==> src/rtl/qproc_time_cmd_q_if.sv <==
// rtl/qproc_time_cmd_q_if.sv - command-in / issue-out bundle of the core-side time-command queue
interface qproc_time_cmd_q_if #(
    parameter int DW = 32
);
    logic          cmd_vld_i;
    logic [3:0]    cmd_op_i;
    logic [DW-1:0] cmd_dt_i;
    logic          cmd_rdy_o;
    logic          int_time_en_o;
    logic [3:0]    int_time_cmd_o;
    logic [DW-1:0] int_time_dt_o;

    modport master (
        output cmd_vld_i, cmd_op_i, cmd_dt_i,
        input  cmd_rdy_o, int_time_en_o, int_time_cmd_o, int_time_dt_o
    );

    modport slave (
        input  cmd_vld_i, cmd_op_i, cmd_dt_i,
        output cmd_rdy_o, int_time_en_o, int_time_cmd_o, int_time_dt_o
    );
endinterface

==> src/rtl/qproc_time_cmd_q.sv <==
// rtl/qproc_time_cmd_q.sv - time-command FIFO issuing one-cycle strobes, spacing t_clk-bound commands
// Optional issued/drop counters are built when TIME_CMD_STATS_EN is defined.
module qproc_time_cmd_q #(
    parameter int DEPTH   = 8,
    parameter int GAP_CYC = 4,
    parameter int DW      = 32
) (
    input  logic                   c_clk_i,
    input  logic                   c_rst_ni,
    input  logic                   flush_i,
    qproc_time_cmd_q_if.slave      cmd_if,
    output logic [$clog2(DEPTH):0] fifo_cnt_o,
    output logic                   ovf_o,
    output logic                   busy_o,
    output logic [15:0]            issued_cnt_o,
    output logic [15:0]            drop_cnt_o
);
    localparam int AW = $clog2(DEPTH);

    typedef enum logic {S_IDLE, S_ISSUE} state_t;
    state_t state_q, state_d;

    logic [3:0]    mem_op [DEPTH];
    logic [DW-1:0] mem_dt [DEPTH];
    logic [AW-1:0] wr_ptr, rd_ptr;
    logic [3:0]    gap_cnt;
    logic [3:0]    pend_op;
    logic [DW-1:0] pend_dt;

    logic full, empty, head_cdc, head_ok, push, drop, pop, strobe;

    assign full     = fifo_cnt_o == (AW+1)'(DEPTH);
    assign empty    = fifo_cnt_o == '0;
    assign head_cdc = |mem_op[rd_ptr][1:0];
    // A t_clk-bound head waits for the gap counter; everything behind it waits too.
    assign head_ok  = !empty && (!head_cdc || gap_cnt == '0);
    assign push     = cmd_if.cmd_vld_i && !full && (cmd_if.cmd_op_i != '0) && !flush_i;
    assign drop     = cmd_if.cmd_vld_i && full && (cmd_if.cmd_op_i != '0) && !flush_i;
    assign strobe   = (state_q == S_ISSUE) && !flush_i;

    assign cmd_if.cmd_rdy_o = !full;
    assign busy_o           = !empty || (gap_cnt != '0);

    always_ff @(posedge c_clk_i or negedge c_rst_ni) begin
        if (!c_rst_ni) state_q <= S_IDLE;
        else           state_q <= state_d;
    end

    always_comb begin
        state_d = state_q;
        pop     = 1'b0;
        case (state_q)
            S_IDLE: begin
                if (head_ok) begin
                    pop     = 1'b1;
                    state_d = S_ISSUE;
                end
            end
            S_ISSUE: begin
                if (head_ok) pop = 1'b1;
                else         state_d = S_IDLE;
            end
            default: state_d = S_IDLE;
        endcase
        if (flush_i) begin
            pop     = 1'b0;
            state_d = S_IDLE;
        end
    end

    always_ff @(posedge c_clk_i) begin
        if (push) begin
            mem_op[wr_ptr] <= cmd_if.cmd_op_i;
            mem_dt[wr_ptr] <= cmd_if.cmd_dt_i;
        end
    end

    always_ff @(posedge c_clk_i or negedge c_rst_ni) begin
        if (!c_rst_ni) begin
            wr_ptr     <= '0;
            rd_ptr     <= '0;
            fifo_cnt_o <= '0;
            ovf_o      <= 1'b0;
        end else if (flush_i) begin
            wr_ptr     <= '0;
            rd_ptr     <= '0;
            fifo_cnt_o <= '0;
            ovf_o      <= 1'b0;
        end else begin
            if (push) wr_ptr <= wr_ptr + 1'b1;
            if (pop)  rd_ptr <= rd_ptr + 1'b1;
            case ({push, pop})
                2'b10:   fifo_cnt_o <= fifo_cnt_o + 1'b1;
                2'b01:   fifo_cnt_o <= fifo_cnt_o - 1'b1;
                default: fifo_cnt_o <= fifo_cnt_o;
            endcase
            if (drop) ovf_o <= 1'b1;
        end
    end

    // The gap counter survives flush: a t_clk pulse may still be crossing.
    always_ff @(posedge c_clk_i or negedge c_rst_ni) begin
        if (!c_rst_ni) begin
            pend_op               <= '0;
            pend_dt               <= '0;
            gap_cnt               <= '0;
            cmd_if.int_time_en_o  <= 1'b0;
            cmd_if.int_time_cmd_o <= '0;
            cmd_if.int_time_dt_o  <= '0;
        end else begin
            if (pop) begin
                pend_op <= mem_op[rd_ptr];
                pend_dt <= mem_dt[rd_ptr];
            end
            if (pop && head_cdc)    gap_cnt <= 4'(GAP_CYC);
            else if (gap_cnt != '0) gap_cnt <= gap_cnt - 1'b1;
            if (strobe) begin
                cmd_if.int_time_en_o  <= 1'b1;
                cmd_if.int_time_cmd_o <= pend_op;
                cmd_if.int_time_dt_o  <= pend_dt;
            end else begin
                cmd_if.int_time_en_o  <= 1'b0;
                cmd_if.int_time_cmd_o <= '0;
            end
        end
    end

`ifdef TIME_CMD_STATS_EN
    logic [15:0] issued_q, drop_q;

    always_ff @(posedge c_clk_i or negedge c_rst_ni) begin
        if (!c_rst_ni) begin
            issued_q <= '0;
            drop_q   <= '0;
        end else if (flush_i) begin
            issued_q <= '0;
            drop_q   <= '0;
        end else begin
            if (strobe && issued_q != 16'hFFFF) issued_q <= issued_q + 1'b1;
            if (drop && drop_q != 16'hFFFF)     drop_q   <= drop_q + 1'b1;
        end
    end

    assign issued_cnt_o = issued_q;
    assign drop_cnt_o   = drop_q;
`else
    assign issued_cnt_o = '0;
    assign drop_cnt_o   = '0;
`endif
endmodule

==> src/flat_wrapper.sv <==
// flat-port wrapper written by rule: the top's interface ports become plain ports
module qproc_time_cmd_q_flat 
#(
    parameter int DEPTH   = 8,
    parameter int GAP_CYC = 4,
    parameter int DW      = 32
)
  (c_clk_i, c_rst_ni, flush_i, fifo_cnt_o, ovf_o, busy_o, issued_cnt_o, drop_cnt_o, cmd_if_cmd_vld_i, cmd_if_cmd_op_i, cmd_if_cmd_dt_i, cmd_if_cmd_rdy_o, cmd_if_int_time_en_o, cmd_if_int_time_cmd_o, cmd_if_int_time_dt_o);
  qproc_time_cmd_q_if #(.DW(DW)) cmd_if_i ();
  input  logic c_clk_i;
  input  logic c_rst_ni;
  input  logic flush_i;
  output logic [$clog2(DEPTH):0] fifo_cnt_o;
  output logic ovf_o;
  output logic busy_o;
  output logic [15:0] issued_cnt_o;
  output logic [15:0] drop_cnt_o;
  input wire logic [$bits(cmd_if_i.cmd_vld_i)-1:0] cmd_if_cmd_vld_i;
  input wire logic [$bits(cmd_if_i.cmd_op_i)-1:0] cmd_if_cmd_op_i;
  input wire logic [$bits(cmd_if_i.cmd_dt_i)-1:0] cmd_if_cmd_dt_i;
  output wire logic [$bits(cmd_if_i.cmd_rdy_o)-1:0] cmd_if_cmd_rdy_o;
  output wire logic [$bits(cmd_if_i.int_time_en_o)-1:0] cmd_if_int_time_en_o;
  output wire logic [$bits(cmd_if_i.int_time_cmd_o)-1:0] cmd_if_int_time_cmd_o;
  output wire logic [$bits(cmd_if_i.int_time_dt_o)-1:0] cmd_if_int_time_dt_o;
  assign cmd_if_i.cmd_vld_i = cmd_if_cmd_vld_i;
  assign cmd_if_i.cmd_op_i = cmd_if_cmd_op_i;
  assign cmd_if_i.cmd_dt_i = cmd_if_cmd_dt_i;
  assign cmd_if_cmd_rdy_o = cmd_if_i.cmd_rdy_o;
  assign cmd_if_int_time_en_o = cmd_if_i.int_time_en_o;
  assign cmd_if_int_time_cmd_o = cmd_if_i.int_time_cmd_o;
  assign cmd_if_int_time_dt_o = cmd_if_i.int_time_dt_o;
  qproc_time_cmd_q #(.DEPTH(DEPTH), .GAP_CYC(GAP_CYC), .DW(DW)) u_core (.c_clk_i(c_clk_i), .c_rst_ni(c_rst_ni), .flush_i(flush_i), .cmd_if(cmd_if_i), .fifo_cnt_o(fifo_cnt_o), .ovf_o(ovf_o), .busy_o(busy_o), .issued_cnt_o(issued_cnt_o), .drop_cnt_o(drop_cnt_o));
endmodule
==> config.mk <==
export PLATFORM = sky130hd
export DESIGN_NAME = qproc_time_cmd_q_flat
export DESIGN_NICKNAME = d
export VERILOG_FILES = /design/src/rtl/qproc_time_cmd_q_if.sv /design/src/rtl/qproc_time_cmd_q.sv /design/src/flat_wrapper.sv
export SDC_FILE = /design/constraint.sdc
export NUM_CORES = 1
export LEC_CHECK = 0
export BUFFER_PORTS_ARGS = -buffer_cell sky130_fd_sc_hd__buf_2
export CAP_MARGIN = 20
export CELL_PAD_IN_SITES_DETAIL_PLACEMENT = 0
export CELL_PAD_IN_SITES_GLOBAL_PLACEMENT = 1
export CORE_MARGIN = 2
export CORE_UTILIZATION = 50
export CTS_CLUSTER_SIZE = 30
export DETAILED_ROUTE_END_ITERATION = 16
export GPL_ROUTABILITY_DRIVEN = 0
export PLACE_DENSITY_LB_ADDON = 0.3
export SETUP_SLACK_MARGIN = 0.15
export SLEW_MARGIN = 20
export SYNTH_ARGS = -nofsm -noshare
export SYNTH_HDL_FRONTEND = slang
export SYNTH_SLANG_ARGS = --single-unit
==> constraint.sdc <==
create_clock -name c_clk_i -period 6 [get_ports c_clk_i]
set_clock_uncertainty 0.15 [all_clocks]
set_input_delay 0 -clock c_clk_i [delete_from_list [all_inputs] [get_ports c_clk_i]]
set_output_delay 0 -clock c_clk_i [all_outputs]
set_load 0.03 [all_outputs]
Word level (Yosys, flattened, before mapping)
Memories as Yosys holds them, arrays and structs flattened. A register that Yosys moved wholly into a read port is not among the register bits.
Index checks and enable logic that the tools add are counted.
Widths: inputs -> output; s select.
- bits of input ports: 40
- memories kept: 2
- output and inout bits: 76
- latch bits: 0
- logic and storage cells: 62
- memory bits (read-only): 0
- bits in registers: 57
- bits in writable memories: 288
- equal/unequal tests: 3
- shifts and indexed selects: 0
- magnitude comparators: 0
- add/sub/neg operators: 5
- muxes and demuxes: 16
- $mul: 0
- div/mod/pow operators: 0
- reductions and logical operators: 26
- bitwise logic cells: 0
- memory list (memory ; depth ; width ; read ports ; clocked after memory_dff ; wr ports ; line ; source):
    u_core.mem_dt ; 8 ; 32 ; 1 ; 1 ; 1 ; qproc_time_cmd_q.sv:24 ; logic [DW-1:0] mem_dt [DEPTH];
    u_core.mem_op ; 8 ; 4 ; 1 ; 0 ; 1 ; qproc_time_cmd_q.sv:23 ; logic [3:0] mem_op [DEPTH];
- operators by type and width (kind ; count):
    $mux 4 ; 4
    $mux 3 ; 4
    $logic_and 1x1->1 ; 9
    $logic_not 4->1 ; 2
    $pmux 4 s2 ; 1
    $reduce_bool 2->1 ; 4
    $reduce_bool 4->1 ; 2
    $sub 4x1->4 const B ; 2
    $mux 1 ; 7
    $add 3x1->3 const B ; 2
    $logic_not 1->1 ; 5
    $add 4x1->4 const B ; 1
    $eq 4x4->1 const B ; 1
    $reduce_bool 3->1 ; 1
    $eq 2x1->1 const B ; 1
    $eq 2x2->1 const B ; 1
    $logic_or 1x1->1 ; 2
    $reduce_or 2->1 ; 1

Longest topological paths before layout
Gate-level depths: netlist (run 1).
An unclocked memory read counts as a cell.
- depth after elaboration: 10
- mapped depth: 14
- gate-level depth less buffers: 12

Least setup slack after synthesis (run 1)
No wires, ideal clock.
- path type: reg2reg
- from: register u_core.fifo_cnt_o[0]
- to: memory u_core.mem_dt[4][0] (enable)
- path slack: 0.459 ns
- path buffers: 1
- data required time: 5.331 ns
- arrival time: 4.872 ns
- cell stages (with the launch flop): 6
- setup time: 0.519 ns
- period minus slack after synthesis: 5.541 ns
- path through: dfrtp_1 -> nor3_1 -> a21oi_1 -> clkbuf_1 -> nand2_1 -> nor4_1
- cells in the longest elaborated chain, start to end: 7
- ends and longest elaborated chain (element ; line ; source):
    start: declaration ; qproc_time_cmd_q.sv:12 ; output logic [$clog2(DEPTH):0] fifo_cnt_o,
    start signal: assignment ; qproc_time_cmd_q.sv:93 ; 2'b10: fifo_cnt_o <= fifo_cnt_o + 1'b1;
    start signal: assignment ; qproc_time_cmd_q.sv:94 ; 2'b01: fifo_cnt_o <= fifo_cnt_o - 1'b1;
    start signal: assignment ; qproc_time_cmd_q.sv:95 ; default: fifo_cnt_o <= fifo_cnt_o;
    $eq 4x4->1 ; qproc_time_cmd_q.sv:32 ; assign full = fifo_cnt_o == (AW+1)'(DEPTH);
    $logic_not 1->1 ; qproc_time_cmd_q.sv:37 ; assign push = cmd_if.cmd_vld_i && !full && (cmd_if.cmd_op_i != '0) && !flush_i;
    $logic_and 1x1->1 (3 in a row) ; qproc_time_cmd_q.sv:37 ;
    $mux 1 ; qproc_time_cmd_q.sv:72 ; if (push) begin
    $mux 1 (implied by the code) ; qproc_time_cmd_q.sv:74 ; mem_dt[wr_ptr] <= cmd_if.cmd_dt_i;
    end: declaration ; qproc_time_cmd_q.sv:24 ;
Every way passes these cells.

Final worst setup path (run 1)
- from: register u_core.rd_ptr[0]
- to: register u_core.fifo_cnt_o[3]
- cells in the longest elaborated chain, start to end: 10
- elaborated cells between the ends (all ways): 12
- those cells by class: eq/ne (2); mux (4); reduce/logical (5); memory (1)
- ends and longest elaborated chain (element ; line ; source):
    start: declaration ; qproc_time_cmd_q.sv:25 ; logic [AW-1:0] wr_ptr, rd_ptr;
    start signal: assignment ; qproc_time_cmd_q.sv:91 ; if (pop) rd_ptr <= rd_ptr + 1'b1;
    $mem_v2 8x4 * ; -- ;
    $reduce_or 2->1 * ; qproc_time_cmd_q.sv:34 ; assign head_cdc = |mem_op[rd_ptr][1:0];
    $logic_not 1->1 * ; qproc_time_cmd_q.sv:36 ; assign head_ok = !empty && (!head_cdc || gap_cnt == '0);
    $logic_or 1x1->1 * ; qproc_time_cmd_q.sv:36 ;
    $logic_and 1x1->1 * ; qproc_time_cmd_q.sv:36 ;
    $mux 1 * ; qproc_time_cmd_q.sv:54, qproc_time_cmd_q.sv:60 ;
    $mux 1 * ; qproc_time_cmd_q.sv:65 ; if (flush_i) begin
    $eq 2x1->1 or $eq 2x2->1 (tied branches) ; qproc_time_cmd_q.sv:92 ; case ({push, pop})
    $pmux 4 s2 ; qproc_time_cmd_q.sv:92 ;
    $mux 4 ; qproc_time_cmd_q.sv:84 ; end else if (flush_i) begin
Mark *: on every way between the ends. The rest lies on a longest branch, timed or not.
A chain may end at the register's enable or synchronous reset.

==> impl_metrics.ini, run 1 <==
[global_route]
use_met3 = 0.0294
grt_overflow = 0
gr-usage-met2 = 0.306
top_usage_layer = met2
grt_pass1_vias = 7342
grt_usage = 0.185
grt_first_pass_wirelength_um = 42800
grt_max_degree = 73
antenna_found_initial = 0
met1_usage = 0.258

[timing]
rsz0062_at_grt = false
finalCritPeriodShare = 0.660
finalHoldViolCount = 0
finalSetupViolations = 0
slew_headroom = 0.281
tightest_slew_ps = 1080
fin_tns_setup_ps = 0
slew_violations = 0
fmax_mhz = 253
fin_crit_ps = 3960

[die]
start_util = 0.508
core_um2 = 28700
rows = 62
die_w_um = 175
fp.dieH_um = 175
fp.dieArea_um2 = 30500
io_pins = 116

[logic_synthesis]
synth_edf_count = 288
synth_area_um2 = 14600
async_flop_share = 0.236
synth_flop_cell = edfxtp_1
yosysWarningCount = 0
synth_top_area_cell = edfxtp_1
ys_seq_elements = 377
yosys.area.top_type_share = 0.593
yosysUniqueCellTypes = 40
synth_area_per_cell_um2 = 19.3
synthCells = 757
yosys-top-cells-area = edfxtp_1 59%, dfrtp_1 15%, mux4_2 11%
ys_seq_area_frac = 0.746

[layout]
nFillCells = 2121
drive_above_1_share = 0.265
n_antenna_cell = 0
area_growth_pct = 17.4
final_area_um2 = 17100
layout.nets = 944

[worst_setup_path]
critPathLaunch = u_core.rd_ptr[0]
crit_type = register to register
worstPathRequired_ps = 6290
setup.reg_to_reg.worst_slack_ps = 2040
crit_fanout = 40
reg2reg_depth = 12
arrival_ps = 4240
r2r_end = u_core.fifo_cnt_o[3]
setup.worst_path.end_class = register
worstSetupStartpointType = register
r2r_start = u_core.rd_ptr[0]

[clocking]
cts_buffer_depth = 3
clock_sinks = 377
worstSkewPairLatency_ps = 520
cts_setup_buffers = 0
htree_levels = 2
clkTransAtPathRegs_ps = 60
cts_buffers = 39
cts_tree = yes
root_buffer = clkbuf_16

[drt]
vias = 7117
finalWirelength_um = 27200
first_pass_iters = 5
via_per_inst = 5.42
drc = 0
drtAntennaViolNets = 0
drt_iter0_drc = 580
routedWlPerCell_um = 20.7

[status]
status = finished clean

[hold_path]
hold_class = input pin to register
worstHoldStart = cmd_if_cmd_dt_i[17]
hold_depth = 2
hold_end = u_core.mem_dt[4][17]

[power]
power.density_nw_per_um2 = 415
peakVddDrop_mv = 0.266
p_leak_nw = 6.12

[placed_design]
io_buffers = 83
place_area_um2 = 15400
dp_hpwl_um = 15300

[job]
maxCapViolations = 0
==> cells by family after synthesis <==
family                   after synthesis  share of synthesized area
AO/OA/AOI/OAI                         56                     0.0220
XOR/XNOR                               9                    0.00541
multiplexers                         144                      0.164
flip-flops                           377                      0.746
other                                  1                   0.000257
buffers and inverters                 73                     0.0283
adder cells (fa/ha/maj)                7                    0.00652
AND/OR/NAND/NOR                       90                     0.0277
==> cells in the final DEF, fill, tap and decap left out, drive strengths merged, types with 2 or more instances in the layout <==
master / Yosys / final
nand2: 43 / 43
mux2: 36 / 36
o32ai: 2 / 2
mux2i: 36 / 36
bufinv: 0 / 5
nand2b: 3 / 3
a31oi: 2 / 2
dlygate4sd3: 0 / 40
buf: 43 / 97
ha: 6 / 6
inv: 4 / 6
a21oi: 13 / 13
mux4: 72 / 72
nor2: 22 / 22
xnor2: 5 / 5
edfxtp: 288 / 288
clkbuf: 26 / 50
and2: 6 / 6
nor3: 2 / 2
o21ai: 36 / 36
clkinv: 0 / 14
dfrtp: 89 / 89
nor4: 5 / 5
conb: 1 / 32
nand3b: 2 / 2
xor2: 4 / 4
==> cell usage after synthesis, types with 3 or more instances <==
library cell / count
a21oi_1: 12
and2_1: 6
buf_1: 6
buf_2: 3
buf_4: 32
clkbuf_1: 26
dfrtp_1: 89
edfxtp_1: 288
ha_1: 6
inv_1: 3
mux2_1: 34
mux2i_1: 36
mux4_2: 72
nand2_1: 43
nand2b_1: 3
nor2_1: 22
nor4_1: 5
o21ai_1: 36
xnor2_1: 5
xor2_1: 4
==> report_power, final <==
part           switching, mW  internal (mW)  total [mW]
logic                  0.733          0.620        1.35
clock network          0.956           1.48        2.44
registers              0.234           3.08        3.32
total                   1.92           5.19        7.11
==> flip-flops by register name (all words and copies together) (netlist names) <==
register,cells
u_core.cmd_if.int_time_cmd_o,4
u_core.cmd_if.int_time_dt_o,32
u_core.cmd_if.int_time_en_o,1
u_core.fifo_cnt_o,4
u_core.gap_cnt,4
u_core.mem_dt,256
u_core.mem_op,32
u_core.ovf_o,1
u_core.pend_dt,32
u_core.pend_op,4
u_core.rd_ptr,3
u_core.state_q,1
u_core.wr_ptr,3
==> per-layer routing <==
layer / up-vias / share of wire
li1: 3181 / -
met1: 3691 / 0.43
met2: 204 / 0.50
met3: 41 / 0.050
met4: 0 / 0.018
met5: - / 0
==> stage by stage <==
step	cells	setup slack (ps)	util	power, mW	hold slack (ps)
6_report	1312	2040	0.596	7.11	122
5_1_grt	1312	1680	0.596	7.45	133
4_1_cts	1312	2050	0.596	7.20	111
3_5_place_dp	1199	2070	0.536	4.73	-137
3_3_place_gp	1199	2140	0.536	4.68	-157
2_1_floorplan	788	459	-	4.38	-446
==> repair_timing <==
item                                   CTS  global route
endpoints found under the hold margin  332             0
hold buffers                            41             0
gates resized for setup                  0             0
==> area by class of cell <==
class	instances	area, um^2	area share
clock buffers	50	1070	0.0624
clock inverters	22	250	0.0146
inverters	4	15.0	0.000877
multi-input cells	338	3480	0.203
flip-flops and latches	377	10900	0.636
well taps	384	480	0.0281
repair buffers	137	936	0.0547
==> worst max-delay path, stage by stage, from the launching register on <==
cell and delay, ps:
dfrtp_4 960, mux4_2 590, mux2_2 300, nor2_1 230
o21ai_4 70, nor2_1 250, ha_1 330, a21oi_1 210
and2_1 200, nand4b_1 140, a21oi_1 190, a21oi_1 60
a31oi_1 180
==> worst max path at each step <==
stage                                 to  slack [ps]  depth (start not counted)
floorplan            u_core.mem_dt[4][0]         460                          5
global placement    u_core.fifo_cnt_o[3]        2140                         12
detailed placement  u_core.fifo_cnt_o[3]        2070                         12
CTS                 u_core.fifo_cnt_o[3]        2050                         12
global route        u_core.fifo_cnt_o[3]        1680                         12
finish              u_core.fifo_cnt_o[3]        2040                         12
No activity file was read; power rests on OpenSTA's default activity.
==> inputs of run 2 (changes only) <==
Clock period 6 ns to 3.87 ns, I/O delays scaled along.
==> impl_metrics.ini, run 2 (synthesized netlist as in run 1, its figures left out) <==
[clocking]
worstSkewPairLatency_ps = 520
cts_buffer_depth = 3
root_buffer = clkbuf_16
htree_levels = 2
clock_sinks = 377
cts_buffers = 39
clkTransAtPathRegs_ps = 60
cts_tree = yes
cts_resized = 0

[drt]
first_pass_iters = 5
wirelength_met1_um = 11400
vias = 7138
drc = 0
via_per_inst = 5.41
drt_iter0_drc = 432
wl_met2_um = 14100
drtAntennaViolNets = 0
met3WireLength_um = 1310
finalWirelength_um = 27500
highest_layer = met4
routedWlPerCell_um = 20.8

[die]
rows = 62
core_um2 = 28700
start_util = 0.508
fp.dieArea_um2 = 30500
io_pins = 116
die_w_um = 175
fp.dieH_um = 175

[placed_design]
dp_hpwl_um = 15300
io_buffers = 83
dp_slack_ps = 392

[worst_setup_path]
crit_type = register to register
slowest_stage = mux4_2
crit_top_cell = a21oi_1
max_stage_delay_ps = 500
setup.worst_path.end_class = register
path_cells = mux4_2 > mux2_2 > nor2_1 > o21ai_4 > nor2_1 > ha_1 > a21oi_1 > and2_1 > nand4b_1 > a21oi_1 > a21oi_1 > a31oi_1
worstPathRequired_ps = 4150
worstSetupStartpointType = register
arrival_ps = 3690
crit_fanout = 8

[layout]
final_common_cell = edfxtp_1
largest_reg_flops = 256
n_antenna_cell = 0
layout.nets = 952
area_growth_pct = 17.9
largest-register = u_core.mem_dt
drive_above_1_share = 0.273
mostFrequentLayoutCells = 288 x edfxtp_1, 86 x dfrtp_1, 82 x buf_2

[timing]
tightest_slew_ps = 1030
slew_headroom = 0.311
fin_tns_setup_ps = 0
finalCritPeriodShare = 0.880
layout_setup_ws_ps = 465
fmax_mhz = 294
rsz0062_at_grt = false
slew_violations = 0
finalHoldViolCount = 0
fin_crit_ps = 3400
finalSetupViolations = 0

[global_route]
grt_max_degree = 73
grt_pass1_vias = 7502
grt_first_pass_wirelength_um = 42900
grt_usage = 0.186
antenna_found_initial = 0
grt_overflow = 0

[hold_path]
hold_class = input pin to register

[power]
p_leak_nw = 6.15
power.density_nw_per_um2 = 640
peakVddDrop_mv = 0.387

[job]
maxCapViolations = 0

[status]
status = finished clean
==> run 2: cell count changes in the layout (fill, tap and decap cells not counted), moves of 2 or more <==
cell,previous run,this run
buf_4,14,21
clkinv_1,7,4
clkinvlp_4,1,4
nor4_2,2,0
nor4_4,0,2
==> run 2: cell type report <==
class	count	area, um^2
clock buffer	51	1080
clock inverter	20	209
fill	2123	11500
inverter	4	15.0
multi-input combinational	338	3500
sequential	377	10900
tap	384	480
timing repair buffer	145	1020
==> run 2: worst max-delay path, delay by kind of cell, from the launching register on <==
kind / cells / cell delay [ps]
multiplexers: 2 / 800
adder cells (fa/ha/maj): 1 / 320
AND/OR/NAND/NOR: 4 / 820
AO/OA/AOI/OAI: 5 / 740
flip-flops: 1 / 490
==> run 2: final timing paths <==
path                       slack [ps]                         endpoint  cells past startpoint                            from
max in group asynchronous        2530  u_core.cmd_if.int_time_dt_o[19]                      4                        c_rst_ni
min reg2reg                       330   u_core.cmd_if.int_time_dt_o[5]                      1  u_core.cmd_if.int_time_dt_o[5]
min                               130              u_core.mem_dt[4][0]                      2              cmd_if_cmd_dt_i[0]
max                               470             u_core.fifo_cnt_o[3]                     12                u_core.rd_ptr[0]
min in group asynchronous         410             u_core.fifo_cnt_o[1]                      4                        c_rst_ni
max reg2reg                       470             u_core.fifo_cnt_o[3]                     12                u_core.rd_ptr[0]
==> run 2: power by group <==
group / leakage [nW] / total [mW] / switching [mW] / internal, mW
sequential: 3.75 / 5.03 / 0.241 / 4.78
combinational: 1.77 / 2.25 / 1.26 / 0.989
clock: 0.624 / 3.72 / 1.48 / 2.25
==> run 2: repair_timing <==
| action | CTS | global route |
|---|---|---|
| hold buffers | 41 | 0 |
| setup endpoints to repair | 0 | 1 |
| hold endpoints to repair | 341 | 0 |
| buffers inserted | 0 | 2 |
==> run 2: metrics by stage <==
step	power [mW]	utilization	area, um^2	hold slack (ps)	instances
3_3_place_gp	7.27	0.538	15400	-105	1204
4_1_cts	11.1	0.598	17200	122	1317
5_1_grt	11.5	0.599	17200	134	1319
3_5_place_dp	7.35	0.538	15500	-97.6	1205
6_report	11.0	0.599	17200	132	1319
2_1_floorplan	6.79	-	14700	-446	788
==> run 2: layer usage <==
metal / global-route usage / vias up
li1: - / 3188
met1: 0.250 / 3703
met3: 0.0250 / 46
met5: 0 / -
met4: 0.0601 / 0
met2: 0.317 / 201
==> inputs of run 3 (changes only) <==
Settings changed: CORE_UTILIZATION 50 to 34.
==> impl_metrics.ini, run 3 (synthesized netlist as in run 1, its figures left out) <==
[drt]
vias = 7035
finalWirelength_um = 30100
drtAntennaViolNets = 0
routedWlPerCell_um = 20.4
drt_iter0_drc = 494
via_per_inst = 4.76
first_pass_iters = 4
drc = 0

[clocking]
cts_resized = 0
cts_buffers = 40
clkTransAtPathRegs_ps = 60
cts_buffer_depth = 3
worstSkewPairLatency_ps = 530
clock_sinks = 377
root_buffer = clkbuf_16
htree_levels = 2
cts_tree = yes

[global_route]
grt_overflow = 0
antenna_found_initial = 3
grt_first_pass_wirelength_um = 46800
grt_max_degree = 73
grt_pass1_vias = 7535
grt_usage = 0.141

[hold_path]
hold_class = input pin to register
worstHoldStart = cmd_if_cmd_dt_i[5]

[die]
start_util = 0.346
fp.dieH_um = 211
fp.dieArea_um2 = 44500
die_w_um = 211
rows = 75
io_pins = 116
core_um2 = 42100

[power]
power.density_nw_per_um2 = 634
power_frac_comb = 0.206
p_leak_nw = 6.14
p_seq_frac = 0.457
p_sw_frac = 0.277
p_switching_mw = 3.04
total_power_mw = 11.0
peakVddDrop_mv = 0.447
p_int_mw = 7.95
power.share.clock = 0.337

[placed_design]
dp_hpwl_um = 16900
place_area_um2 = 15600
dp_slack_ps = 406
io_buffers = 83
dp.cells = 1362

[worst_setup_path]
crit_type = register to register
crit_top_cell = a21oi_1
path_cells = mux4_2 > mux2_2 > nor2_1 > o21ai_4 > nor2_1 > ha_1 > a21oi_1 > and2_1 > nand4b_1 > a21oi_1 > a21oi_1 > a31oi_1
crit_family = simple AND/OR/NAND/NOR gates
max_stage_delay_ps = 500
r2r_start = u_core.rd_ptr[0]
slowest_stage = mux4_2
path_buf_inv = 0
setup.worst_path.end_class = register
setup.reg_to_reg.worst_slack_ps = 570
arrival_ps = 3600
crit_fanout = 5
worstSetupStartpointType = register
critPathLaunch = u_core.rd_ptr[0]
worstPathRequired_ps = 4170

[layout]
layout.nets = 954
nFillCells = 3828
largest-register = u_core.mem_dt
mostFrequentLayoutCells = 288 x edfxtp_1, 86 x dfrtp_1, 82 x buf_2
final_common_cell = edfxtp_1
final_area_um2 = 17400
utilization = 0.412
drive_above_1_share = 0.268
largest_reg_flops = 256
area_growth_pct = 19.1
stdcell_count = 1478

[timing]
layout_setup_ws_ps = 570
rsz0062_at_grt = false
fin_crit_ps = 3300
finalHoldViolCount = 0
fin_tns_setup_ps = 0
finalCritPeriodShare = 0.853
fmax_mhz = 303
tightest_slew_ps = 946
timing.hold.ws_ps = 141
slew_headroom = 0.369
finalSetupViolations = 0
slew_violations = 0

[job]
maxCapViolations = 0

[status]
status = finished clean
==> run 3: timing repair <==
item	in CTS	in global routing
hold buffers	41	0
buffers inserted	0	1
setup endpoints to repair	0	1
hold endpoints to repair	388	0
==> run 3: routing by layer <==
metal,vias up,GRT usage,part of all wire
met2,138,0.231,0.49
met3,42,0.0282,0.041
met1,3658,0.193,0.45
met5,-,0,0.00090
met4,4,0.0333,0.016
li1,3193,-,-
==> run 3: cell type report <==
| class | instances | area (um^2) | share of cell area |
|---|---|---|---|
| clock buffer | 59 | 1140 | 0.0660 |
| clock inverter | 14 | 131 | 0.00757 |
| sequential | 377 | 10900 | 0.627 |
| timing repair buffer | 146 | 1000 | 0.0578 |
| multi-input combinational | 338 | 3500 | 0.202 |
| inverter | 4 | 15.0 | 0.000865 |
| tap | 539 | 674 | 0.0389 |
| antenna | 1 | 2.50 | 0.000144 |
==> run 3: power by group through the flow <==
stage	clock, mW	combinational, mW	sequential, mW
floorplan	0	1.47	5.32
global placement	0	2.23	5.14
detailed placement	0	2.24	5.15
CTS	3.81	2.29	5.07
global route	3.99	2.50	5.09
finish	3.71	2.26	5.03
==> run 3: worst paths after layout <==
kind / to / cells past startpoint
max: u_core.fifo_cnt_o[3] / 12
min: u_core.mem_dt[4][5] / 2
max reg2reg: u_core.fifo_cnt_o[3] / 12
min reg2reg: u_core.pend_op[3] / 2
max in group asynchronous: u_core.cmd_if.int_time_dt_o[25] / 4
min in group asynchronous: u_core.cmd_if.int_time_dt_o[5] / 4
==> run 3: worst register-to-register path, stage by stage (launching register included) <==
cell	delay, ps
dfrtp_4	470
mux4_2	500
mux2_2	290
nor2_1	260
o21ai_4	80
nor2_1	240
ha_1	320
a21oi_1	180
and2_1	190
nand4b_1	140
a21oi_1	180
a21oi_1	60
a31oi_1	160
